[config.mk]
export PLATFORM = sky130hd
export DESIGN_NAME = dmem_arbiter
export DESIGN_NICKNAME = d
export VERILOG_FILES = /design/src/rtl/dmem_arbiter.sv
export SDC_FILE = /design/constraint.sdc
export NUM_CORES = 1
export LEC_CHECK = 0
export ABC_AREA = 1
export BUFFER_PORTS_ARGS = -buffer_cell sky130_fd_sc_hd__buf_2
export CAP_MARGIN = 20
export CELL_PAD_IN_SITES_DETAIL_PLACEMENT = 0
export CELL_PAD_IN_SITES_GLOBAL_PLACEMENT = 2
export CORE_UTILIZATION = 21
export CTS_CLUSTER_DIAMETER = 30
export DETAILED_ROUTE_END_ITERATION = 10
export PLACE_DENSITY = 0.91
export SYNTH_ARGS = -nofsm -noshare
export SYNTH_HDL_FRONTEND = slang
export SYNTH_SLANG_ARGS = --single-unit
[constraint.sdc]
create_clock -name clk -period 3.2 [get_ports clk]
set_clock_uncertainty 0.05 [all_clocks]
set_input_delay 0.64 -clock clk [delete_from_list [all_inputs] [get_ports clk]]
set_output_delay 0.64 -clock clk [all_outputs]
set_load 0.01 [all_outputs]
[src/rtl/dmem_arbiter.sv]
// Two-port arbiter in front of a single-port data memory: grants one request per cycle,
// screens out illegal accesses and returns a registered response one cycle later.
module dmem_arbiter #(
    parameter int unsigned DEPTH_WORDS = 256,
    parameter bit          FIXED_PRIO  = 1'b0
) (
    input  logic        clk,
    input  logic        rst_n,
    input  logic        a_valid,
    output logic        a_ready,
    input  logic        a_we,
    input  logic [2:0]  a_size,
    input  logic [31:0] a_addr,
    input  logic [31:0] a_wdata,
    output logic        a_rvalid,
    output logic [31:0] a_rdata,
    output logic        a_err,
    input  logic        b_valid,
    output logic        b_ready,
    input  logic        b_we,
    input  logic [2:0]  b_size,
    input  logic [31:0] b_addr,
    input  logic [31:0] b_wdata,
    output logic        b_rvalid,
    output logic [31:0] b_rdata,
    output logic        b_err,
    output logic [15:0] conflict_cnt,
    output logic [2:0]  mem_readcontrol,
    output logic [2:0]  mem_writecontrol,
    output logic [31:0] mem_address,
    output logic [31:0] mem_writedata,
    input  logic [31:0] mem_read_data
);
    localparam logic [31:0] ADDR_LIMIT = 32'(DEPTH_WORDS * 4);
    localparam logic [2:0]  CTRL_NONE  = 3'b111;

    typedef enum logic {GRANT_A = 1'b0, GRANT_B = 1'b1} grant_e;

    grant_e      last_grant_q, last_grant_d;
    logic        a_rvalid_q, a_rvalid_d, b_rvalid_q, b_rvalid_d;
    logic        a_err_q, a_err_d, b_err_q, b_err_d;
    logic [31:0] a_rdata_q, a_rdata_d, b_rdata_q, b_rdata_d;
    logic [15:0] conflict_cnt_q, conflict_cnt_d;

    logic        grant_a, grant_b, sel_valid, sel_we, req_err;
    logic [2:0]  sel_size;
    logic [31:0] sel_addr, sel_wdata, load_data;

    always_comb begin
        grant_a = a_valid;
        grant_b = b_valid;
        if (a_valid && b_valid) begin
            grant_a = FIXED_PRIO || (last_grant_q == GRANT_B);
            grant_b = !grant_a;
        end
    end

    assign a_ready   = grant_a;
    assign b_ready   = grant_b;
    assign sel_valid = grant_a || grant_b;
    assign sel_we    = grant_b ? b_we    : a_we;
    assign sel_size  = grant_b ? b_size  : a_size;
    assign sel_addr  = grant_b ? b_addr  : a_addr;
    assign sel_wdata = grant_b ? b_wdata : a_wdata;

    always_comb begin
        req_err = 1'b0;
        if (sel_addr >= ADDR_LIMIT) req_err = 1'b1;
        case (sel_size)
            3'b001, 3'b101:         if (sel_addr[0]) req_err = 1'b1;
            3'b010:                 if (sel_addr[1:0] != 2'b00) req_err = 1'b1;
            3'b011, 3'b110, 3'b111: req_err = 1'b1;
            default: ;
        endcase
        // Unsigned sizes only make sense for loads
        if (sel_we && sel_size[2]) req_err = 1'b1;
    end

    always_comb begin
        mem_readcontrol  = CTRL_NONE;
        mem_writecontrol = CTRL_NONE;
        mem_address      = 32'h0;
        mem_writedata    = 32'h0;
        if (sel_valid) begin
            mem_address   = sel_addr;
            mem_writedata = sel_wdata;
            // Reset gating keeps a request presented during reset from touching memory
            if (!req_err && rst_n) begin
                if (sel_we) mem_writecontrol = sel_size;
                else        mem_readcontrol  = sel_size;
            end
        end
    end

    assign load_data = (!sel_we && !req_err) ? mem_read_data : 32'h0;

    always_comb begin
        a_rvalid_d     = grant_a;
        b_rvalid_d     = grant_b;
        a_err_d        = grant_a ? req_err   : a_err_q;
        b_err_d        = grant_b ? req_err   : b_err_q;
        a_rdata_d      = grant_a ? load_data : a_rdata_q;
        b_rdata_d      = grant_b ? load_data : b_rdata_q;
        last_grant_d   = last_grant_q;
        if (grant_a) last_grant_d = GRANT_A;
        if (grant_b) last_grant_d = GRANT_B;
        conflict_cnt_d = conflict_cnt_q;
        if (a_valid && b_valid && conflict_cnt_q != 16'hFFFF)
            conflict_cnt_d = conflict_cnt_q + 16'd1;
    end

    always_ff @(posedge clk or negedge rst_n) begin
        if (!rst_n) begin
            last_grant_q   <= GRANT_B;
            a_rvalid_q     <= 1'b0;
            b_rvalid_q     <= 1'b0;
            a_err_q        <= 1'b0;
            b_err_q        <= 1'b0;
            a_rdata_q      <= 32'h0;
            b_rdata_q      <= 32'h0;
            conflict_cnt_q <= 16'h0;
        end else begin
            last_grant_q   <= last_grant_d;
            a_rvalid_q     <= a_rvalid_d;
            b_rvalid_q     <= b_rvalid_d;
            a_err_q        <= a_err_d;
            b_err_q        <= b_err_d;
            a_rdata_q      <= a_rdata_d;
            b_rdata_q      <= b_rdata_d;
            conflict_cnt_q <= conflict_cnt_d;
        end
    end

    assign a_rvalid     = a_rvalid_q;
    assign b_rvalid     = b_rvalid_q;
    assign a_err        = a_err_q;
    assign b_err        = b_err_q;
    assign a_rdata      = a_rdata_q;
    assign b_rdata      = b_rdata_q;
    assign conflict_cnt = conflict_cnt_q;
endmodule

* Yosys cells after proc, flatten, opt, wreduce, memory -nomap -nowiden
Index checks and enable logic that the tools add are counted.
Operators by class: muxes and demuxes 22, equality and inequality tests 7, add/sub/neg operators 1, bitwise gates (word level) 0, $lt $le $gt $ge 1, multiply operators 0, divide/modulo/power cells 0, shift operators 0, reduce and logical (&&, ||, !) cells 13
Operators with widths (count):
- two-way mux 32 bit | 5
- >= comparator 32 x 11 -> 1 bit (second input constant) | 1
- two-way mux 3 bit | 7
- adder 16 x 1 -> 16 bit (second input constant) | 1
- != test 16 bit (second input constant) | 1
- equality test 3 bit (second input constant) | 3
- two-way mux 1 bit | 9
- equality test 3 x 2 -> 1 bit (second input constant) | 2
- logical AND 1 bit | 5
- nonzero test 2 bit | 2
- equality test 3 x 1 -> 1 bit (second input constant) | 1
- logical NOT 1 bit | 3
- one-hot mux 1 bit (3 select lines) | 1
- OR reduction 3 bit | 1
- OR reduction 2 bit | 1
- logical OR 1 bit | 1
Storage, ports and cells: memories kept 0, bits in writable memories 0, output and inout bits 156, register bits 85, input bits 172, bits in latches 0, bits in read-only memories 0

* Logic depth before layout (Yosys ltp)
Gate-level depths: netlist of run 1.
word-level depth 12, gate-level depth with buffers 15

* Worst setup path after synthesis of run 1
Ideal clock, no wire load.
kind input port to output port, start in b_valid, end out mem_readcontrol[0], required time 2510 ps, path slack 468 ps, path buffers 3, arrival time 2042 ps, stages 13, path through buf_2 -> clkbuf_1 -> nand3_1 -> nand2_1 -> nor2_1 -> nand2_1 -> nor2_1 -> nand3_1 -> nor2_2 -> buf_4 -> nand2_1 -> nor2_1 -> nand2_1
On the way: longest elaborated chain between the ends 12, elaborated cells on any way between the ends 28
Ends and longest elaborated chain:
- start: declaration | RTL line 18 | input logic b_valid,
- logical AND 1 bit | RTL line 52 | if (a_valid && b_valid) begin
- two-way mux 1 bit | RTL line 52
- two-way mux 32 bit | RTL line 63 | assign sel_addr = grant_b ? b_addr : a_addr;
- >= comparator 32 x 11 -> 1 bit | RTL line 68 | if (sel_addr >= ADDR_LIMIT) req_err = 1'b1;
- two-way mux 1 bit | RTL line 68
- two-way mux 1 bit (on tied branches) | RTL line 71, 70
- one-hot mux 1 bit (3 select lines) | RTL line 69 | case (sel_size)
- two-way mux 1 bit | RTL line 76 | if (sel_we && sel_size[2]) req_err = 1'b1;
- logical NOT 1 bit | RTL line 88 | if (!req_err && rst_n) begin
- logical AND 1 bit | RTL line 88
- two-way mux 3 bit | RTL line 88
- two-way mux 3 bit * | RTL line 84 | if (sel_valid) begin
- end: declaration | RTL line 28 | output logic [2:0] mem_readcontrol,
Mark *: on every way between the ends. The rest lies on a longest branch, timed or not.

* Final worst setup path of run 1
start reg last_grant_q, end out mem_readcontrol[2]
On the way: longest elaborated chain between the ends 12, elaborated cells on any way between the ends 28
Ends and longest elaborated chain:
- start: declaration | RTL line 39 | grant_e last_grant_q, last_grant_d;
- start signal: assignment | RTL line 123 | last_grant_q <= last_grant_d;
- logical NOT 1 bit | RTL line 54 | grant_b = !grant_a;
- two-way mux 1 bit | RTL line 52
- two-way mux 32 bit | RTL line 63
- >= comparator 32 x 11 -> 1 bit | RTL line 68
- two-way mux 1 bit | RTL line 68
- two-way mux 1 bit (on tied branches) | RTL line 71, 70
- one-hot mux 1 bit (3 select lines) | RTL line 69
- two-way mux 1 bit | RTL line 76
- logical NOT 1 bit | RTL line 88
- logical AND 1 bit | RTL line 88
- two-way mux 3 bit | RTL line 88
- two-way mux 3 bit * | RTL line 84
Marks and branches as above.

==> results.txt, run 1 <==
----------------------------------------------------
[Outcome]
  Outcome ... completed

[Pwr]
  Power Dens Cells ... 414 nW/um2
  IR Drop Worst-Case VDD ... 0.243 mV
  Leakage power ... 0.00449 uW

[Worst setup path]
  Startpoint kind of the worst setup timing path ... flop
  Worst EP required ... approximately 2500 ps
  Worst Path Arrival ... approximately 2500 ps
  Worst-path fanout max ... 8
  Kind of end point of the critical path ... primary output
  CP Class ... flop to primary output

[Global route]
  Maximum number of pins on one net before global-route repair ... 67
  Most used routing layer ... met2
  Global route total overflow ... 0
  Via count of the first global-routing pass ... 5724
  Met3 global-route usage ... 0.0384
  Combined global-route utilization of all metal layers ... 0.166
  Met1 Usage GRT ... 0.199
  Met2 demand-to-capacity share in global routing ... 0.293
  Initial antenna violation count ... 1
  Global-route wire length before repair ... between 30000 and 40000 um

[Drt]
  Vias per cell ... 4.47
  Routed wire per std cell ... 15.6 um
  Via count ... 5978
  Total routed wirelength ... 20900 um
  Post-detailed-route count of antenna-violating nets ... 0
  First-pass detailed-route iteration total ... 5
  Starting DRT DRC Count ... 356
  DRC violations left ... 0

[Logic synthesis]
  Share of cell area taken by muxes after synthesis ... 0.00229
  Adder and majority gate portion of the synthesized area ... 0.00254
  Combinational family with the most area after synthesis ... simple AND/OR/NAND/NOR gates
  Synth top area share ... 0.427
  Leading cell types by total area after synthesis ... sky130_fd_sc_hd__dfrtp_1 43%, sky130_fd_sc_hd__nand2_1 22%, sky130_fd_sc_hd__nand4_1 8.4%
  Sequential area share after synthesis ... 0.432
  Compound-Gate Fraction of Synth Area ... 0.0292
  Number of nets in the synthesized netlist ... 872
  Average size of a mapped cell ... slightly above 7 um2
  Synth Area in XOR/XNOR ... 0.0267
  Simple-Gate Fraction of Synth Area ... 0.433
  Post-synthesis instance total ... 699
  Number of synthesized register bits ... 85
  Synth area leader ... sky130_fd_sc_hd__dfrtp_1
  Number of warnings issued by yosys ... 0
  Post-synthesis instance area ... 4920 um2
  Synth cell types ... 26

[CTS]
  Clock tree from TritonCTS ... done
  Reg clk slew, reported paths ... 70 ps
  Number of clock buffers inserted by TritonCTS ... 9
  Library cell used as clock root buffer ... sky130_fd_sc_hd__clkbuf_16
  Number of H-tree branching levels ... 3
  CTS Hold Bufs ... 0
  Max Root-Sink Buffers ... 2
  Number of sinks handled by clock tree synthesis ... 85
  Source-to-sink clock delay at the later pin of the worst-skew pair ... 340 ps

[Placed design]
  DP Wirelength ... 14600 um
  Count of input and output buffers ... 327
  Worst slack, placed ... 59.8 ps
  Final RePlAce weighted congestion ... 0.815

[Die]
  Floorplan die area ... about 24000 um2
  Overall die width ... about 160 um
  Initial core utilization ... 0.215
  Die height ... between 150 and 200 um
  Total core area ... 22800 um2
  Number of top-level pins ... 328
  Total number of placement rows ... 55

[Final layout]
  FF/Latch Area ... 2130 um2
  Area of the multi-input gates ... 2560 um2
  Fill count ... between 2000 and 3000
  Leading cell types in the layout, fill and taps excluded ... 325 x sky130_fd_sc_hd__buf_2, 283 x sky130_fd_sc_hd__nand2_1, 84 x sky130_fd_sc_hd__dfrtp_1
  Area growth, synth to finish ... 53.2%
  Nets@finish ... 1191
  Fraction of final layout cells sized beyond drive strength 1 ... 0.401
  Most frequent standard cell in the layout excluding fill and tap cells ... sky130_fd_sc_hd__buf_2

[STA]
  Slew at the pin with the worst max-slew slack ... 806 ps
  Top achievable clock speed ... approximately 320 MHz
  Min cycle time layout ... 3140 ps
  Number of endpoints failing setup at the final stage ... 0
  Crit share post-route ... 0.981
  Setup tns final ... 0 ps
  Slew Viols, Final ... 0
  Normalized max-slew margin ... 0.463
  Final number of hold-violating endpoints ... 0
  Final setup slack of the worst path ... a little under 60 ps
  Unrepaired setup endpoints after global routing ... true

[Worst hold path]
  Classification of the worst-slack hold path ... primary input to async pin

[Flow run]
  Count of maximum capacitance violations ... 0

----------------------------------------------------
[where the power goes]
group	switching, uW	leakage [uW]	total (uW)	internal (uW)
clock network	483	0.000153	1130	642
logic	488	0.00317	822	335
registers	56.9	0.00116	1170	1120
[worst paths after layout]
path / startpoint / to / slack (ps) / depth (start not counted)
min in group clk: a_rdata[19]$_DFFE_PN0P_ / a_rdata[19]$_DFFE_PN0P_ / 420 / 2
worst max register to register: last_grant_q$_DFFE_PN1P_ / a_rdata[2]$_DFFE_PN0P_ / 620 / 16
worst max-delay path: last_grant_q$_DFFE_PN1P_ / mem_readcontrol[2] / 60 / 16
max in group asynchronous: rst_n / b_rdata[31]$_DFFE_PN0N_ / 1780 / 2
worst min-delay path: rst_n / conflict_cnt[12]$_DFFE_PN0P_ / 180 / 1
worst min register to register: a_rdata[19]$_DFFE_PN0P_ / a_rdata[19]$_DFFE_PN0P_ / 420 / 2
[layout make-up]
class | count | share of cell area
Tap cell | 313 | 0.0519
Multi-Input combinational cell | 532 | 0.340
Clock buffer | 10 | 0.0317
Inverter | 31 | 0.0154
Timing Repair Buffer | 359 | 0.268
Antenna cell | 1 | 0.000332
Sequential cell | 85 | 0.282
Clock inverter | 6 | 0.0103
[worst max-delay path, cell delays in order (launching register included)]
cell and delay, ps:
sky130_fd_sc_hd__dfstp_2 610, sky130_fd_sc_hd__nand2_8 100, sky130_fd_sc_hd__nand2_8 100, sky130_fd_sc_hd__buf_12 130
sky130_fd_sc_hd__buf_8 120, sky130_fd_sc_hd__nand2_2 50, sky130_fd_sc_hd__nand2_2 60, sky130_fd_sc_hd__nand2_1 50
sky130_fd_sc_hd__nor2_1 90, sky130_fd_sc_hd__nand2_1 70, sky130_fd_sc_hd__nor2_1 110, sky130_fd_sc_hd__nand2_1 90
sky130_fd_sc_hd__nor2_4 120, sky130_fd_sc_hd__nand2_4 80, sky130_fd_sc_hd__nor2_4 130, sky130_fd_sc_hd__nand2_2 70
sky130_fd_sc_hd__buf_6 130
[stage by stage]
step           power (uW)  hold slack, ps  utilization  cells  cell area [um2]
6_report             3120             178        0.330   1337             7540
5_1_grt              3300             201        0.330   1336             7540
4_1_cts              3120             171        0.320   1325             7300
3_5_place_dp         1950             410        0.302   1305             6910
3_3_place_gp         1950             408        0.302   1305             6910
2_1_floorplan        1560             294            -    699             4920
[sequential cells by signal, summed over array words and instances, names as in the netlist]
name	flops
a_err	1
b_rvalid	1
a_rdata	32
conflict_cnt	16
b_rdata	32
last_grant_q	1
a_rvalid	1
b_err	1
[layer usage]
metal,vias to the layer above,part of all wire,wire (um)
li1,2918,-,-
met1,2726,0.41,8510
met2,306,0.48,10100
met3,28,0.081,1690
met4,0,0.026,550
met5,-,0,0
[cells in the mapped netlist, drive strengths merged]
cell type / count
nor4: 2
dfstp: 1
nand4: 66
nor3: 4
nand3b: 12
a21oi: 15
nand3: 57
inv: 30
clkbuf: 30
nand2: 296
buf: 22
xnor2: 6
mux2: 1
xor2: 9
o21ai: 13
clkinv: 1
dfrtp: 84
nor2: 49
ha: 1
[cell families after synthesis]
logic type | count (synthesis)
mux | 1
xor+xnor | 15
fa+ha+maj | 1
buf+inv | 83
simple gates | 486
flops | 85
compound gates | 28
[what timing repair did]
action                     4_1_cts  5_1_grt
setup endpoints to repair        6        6
setup buffers                    2        9
gates cloned                     2        2
pin swaps                        2       19
gates resized for setup          6       33
Note: power is estimated with default switching activity, not from simulation.
==> run 2, diff against run 1 <==
--- a/config.mk
+++ b/config.mk
@@ -13,7 +13,7 @@
 export CORE_UTILIZATION = 21
 export CTS_CLUSTER_DIAMETER = 30
 export DETAILED_ROUTE_END_ITERATION = 10
-export PLACE_DENSITY = 0.91
+export PLACE_DENSITY = 0.85
 export SYNTH_ARGS = -nofsm -noshare
 export SYNTH_HDL_FRONTEND = slang
 export SYNTH_SLANG_ARGS = --single-unit
==> results.txt, run 2 (synthesized netlist as in run 1, its figures left out) <==
----------------------------------------------------
[Outcome]
  Outcome ... completed

[Die]
  Number of top-level pins ... approximately 330
  Total core area ... 22800 um2
  Total number of placement rows ... 55
  Floorplan die area ... 24100 um2
  Initial core utilization ... 0.215
  Die height ... approximately 160 um
  Overall die width ... 155 um

[Worst setup path]
  Worst path most repeated cell ... sky130_fd_sc_hd__nand2_1
  CP Class ... flop to primary output
  Largest incremental delay on the critical path ... 580 ps
  Crit-path leading delay family ... simple AND/OR/NAND/NOR gates
  Worst Path Arrival ... 2420 ps
  Critical path buffers and inverters ... 3
  Kind of end point of the critical path ... primary output
  Startpoint kind of the worst setup timing path ... flop
  CP cell instances ... nand2_4 -> nand2_8 -> clkbuf_16 -> buf_4 -> nand2_1 -> o21ai_1 -> nand2_1 -> nor2_1 -> nand3_1 -> nand2_2 -> nor2_4 -> nand2_4 -> nor2_4 -> nand2_1 -> buf_2
  Slowest library cell on the worst path ... sky130_fd_sc_hd__dfstp_2
  Worst EP required ... 2510 ps
  Worst-path fanout max ... 7

[STA]
  Top achievable clock speed ... 321 MHz
  Min cycle time layout ... 3110 ps
  Slew Viols, Final ... 0
  Normalized max-slew margin ... 0.429
  Final number of hold-violating endpoints ... 0
  Final setup slack of the worst path ... ~88 ps
  Unrepaired setup endpoints after global routing ... true
  Slew at the pin with the worst max-slew slack ... 855 ps
  Number of endpoints failing setup at the final stage ... 0
  Setup tns final ... 0 ps
  Crit share post-route ... 0.973

[CTS]
  Number of H-tree branching levels ... 3
  Reg clk slew, reported paths ... 80 ps
  Max Root-Sink Buffers ... 2
  Number of clock buffers inserted by TritonCTS ... 9
  Source-to-sink clock delay at the later pin of the worst-skew pair ... approximately 340 ps
  Library cell used as clock root buffer ... sky130_fd_sc_hd__clkbuf_16
  Clock tree from TritonCTS ... done
  Number of sinks handled by clock tree synthesis ... 85
  CTS Hold Bufs ... 0

[Drt]
  Routed wire per std cell ... 14.8 um
  DRC violations left ... 0
  Vias per cell ... 4.44
  Total routed wirelength ... between 15000 and 20000 um
  First-pass detailed-route iteration total ... 6
  Via count ... 5921
  Post-detailed-route count of antenna-violating nets ... 0
  Starting DRT DRC Count ... between 200 and 300

[Final layout]
  Fill count ... roughly 2500
  Area of all placed cells without fillers ... 7450 um2
  Leading cell types in the layout, fill and taps excluded ... 325 x sky130_fd_sc_hd__buf_2, 288 x sky130_fd_sc_hd__nand2_1, 84 x sky130_fd_sc_hd__dfrtp_1
  Fraction of final layout cells sized beyond drive strength 1 ... 0.392
  Diodes inserted ... 0
  Most frequent standard cell in the layout excluding fill and tap cells ... sky130_fd_sc_hd__buf_2
  Nets@finish ... 1189
  Area growth, synth to finish ... 51.3%

[Global route]
  Initial antenna violation count ... 0
  Global-route wire length before repair ... 29800 um
  Maximum number of pins on one net before global-route repair ... between 60 and 70
  Combined global-route utilization of all metal layers ... 0.158
  Global route total overflow ... 0
  Via count of the first global-routing pass ... 5678

[Placed design]
  Worst slack, placed ... 14.5 ps
  DP Wirelength ... 14200 um
  Count of input and output buffers ... approximately 330
  Final RePlAce weighted congestion ... 0.815
  Placed Area ... about 6900 um2

[Worst hold path]
  Classification of the worst-slack hold path ... primary input to async pin

[Flow run]
  Count of maximum capacitance violations ... 0

[Pwr]
  IR Drop Worst-Case VDD ... 0.232 mV
  Power Dens Cells ... 414 nW/um2
  Pwr Total ... 3080 uW
  Leakage power ... around 0.0044 uW

----------------------------------------------------
==> run 2: path summary, 6_finish.rpt <==
| check | from | to | slack, ps | cells past startpoint |
|---|---|---|---|---|
| setup / recovery | last_grant_q$_DFFE_PN1P_ | mem_readcontrol[1] | 90 | 15 |
| hold / removal | rst_n | a_rdata[12]$_DFFE_PN0P_ | 160 | 1 |
| setup reg to reg | last_grant_q$_DFFE_PN1P_ | b_rdata[2]$_DFFE_PN0N_ | 660 | 14 |
| hold reg to reg | b_rdata[5]$_DFFE_PN0N_ | b_rdata[5]$_DFFE_PN0N_ | 420 | 2 |
| max in group asynchronous | rst_n | a_rdata[7]$_DFFE_PN0P_ | 1820 | 2 |
| min in group clk | b_rdata[5]$_DFFE_PN0N_ | b_rdata[5]$_DFFE_PN0N_ | 420 | 2 |
==> run 2: per-stage QoR <==
| stage | util | cells | hold slack, ps |
|---|---|---|---|
| finish | 0.326 | 1334 | 159 |
| global route | 0.326 | 1334 | 190 |
| CTS | 0.318 | 1323 | 171 |
| detailed placement | 0.302 | 1306 | 410 |
| global placement | 0.302 | 1306 | 407 |
| floorplan | - | 699 | 294 |
==> run 2: area by class of cell <==
class | instances | area (um2) | area share
repair buffers | 357 | 1960 | 0.263
inverters | 31 | 116 | 0.0156
clock inverters | 6 | 75.1 | 0.0101
flip-flops and latches | 85 | 2130 | 0.286
well taps | 313 | 392 | 0.0526
multi-input cells | 532 | 2540 | 0.341
clock buffers | 10 | 239 | 0.0321
==> run 2: layer usage <==
metal | wire length [um] | part of all wire | vias up | global-route usage
met3 | 1550 | 0.078 | 22 | 0.0382
li1 | - | - | 2912 | -
met5 | 0 | 0 | - | 0
met1 | 7960 | 0.40 | 2715 | 0.177
met4 | 360 | 0.018 | 0 | 0.0599
met2 | 9890 | 0.50 | 272 | 0.290
==> run 2: what timing repair did <==
item | CTS | global route
resized for setup | 3 | 27
setup buffers | 0 | 8
gates cloned | 1 | 3
pin swaps | 0 | 11
endpoints found under the setup margin | 6 | 6
==> run 2: power breakdown <==
| part | internal (uW) | switching (uW) | total, uW | leakage (uW) |
|---|---|---|---|---|
| Sequential | 1120 | 56.0 | 1170 | 0.00116 |
| Clock | 639 | 480 | 1120 | 0.000152 |
| Combinational | 316 | 472 | 788 | 0.00313 |
| Total | 2070 | 1010 | 3080 | 0.00445 |
==> run 2: worst register-to-register path: stages (launching register included) <==
cell and delay [ps]:
sky130_fd_sc_hd__dfstp_2 580, sky130_fd_sc_hd__nand2_4 110, sky130_fd_sc_hd__nand2_8 130, sky130_fd_sc_hd__buf_4 140
sky130_fd_sc_hd__buf_16 160, sky130_fd_sc_hd__o21ai_0 110, sky130_fd_sc_hd__nand2_1 90, sky130_fd_sc_hd__nor2_1 40
sky130_fd_sc_hd__nand3_1 100, sky130_fd_sc_hd__nand2_2 80, sky130_fd_sc_hd__nor2_4 140, sky130_fd_sc_hd__buf_4 140
sky130_fd_sc_hd__buf_12 240, sky130_fd_sc_hd__nand4_1 280, sky130_fd_sc_hd__nand2_1 120
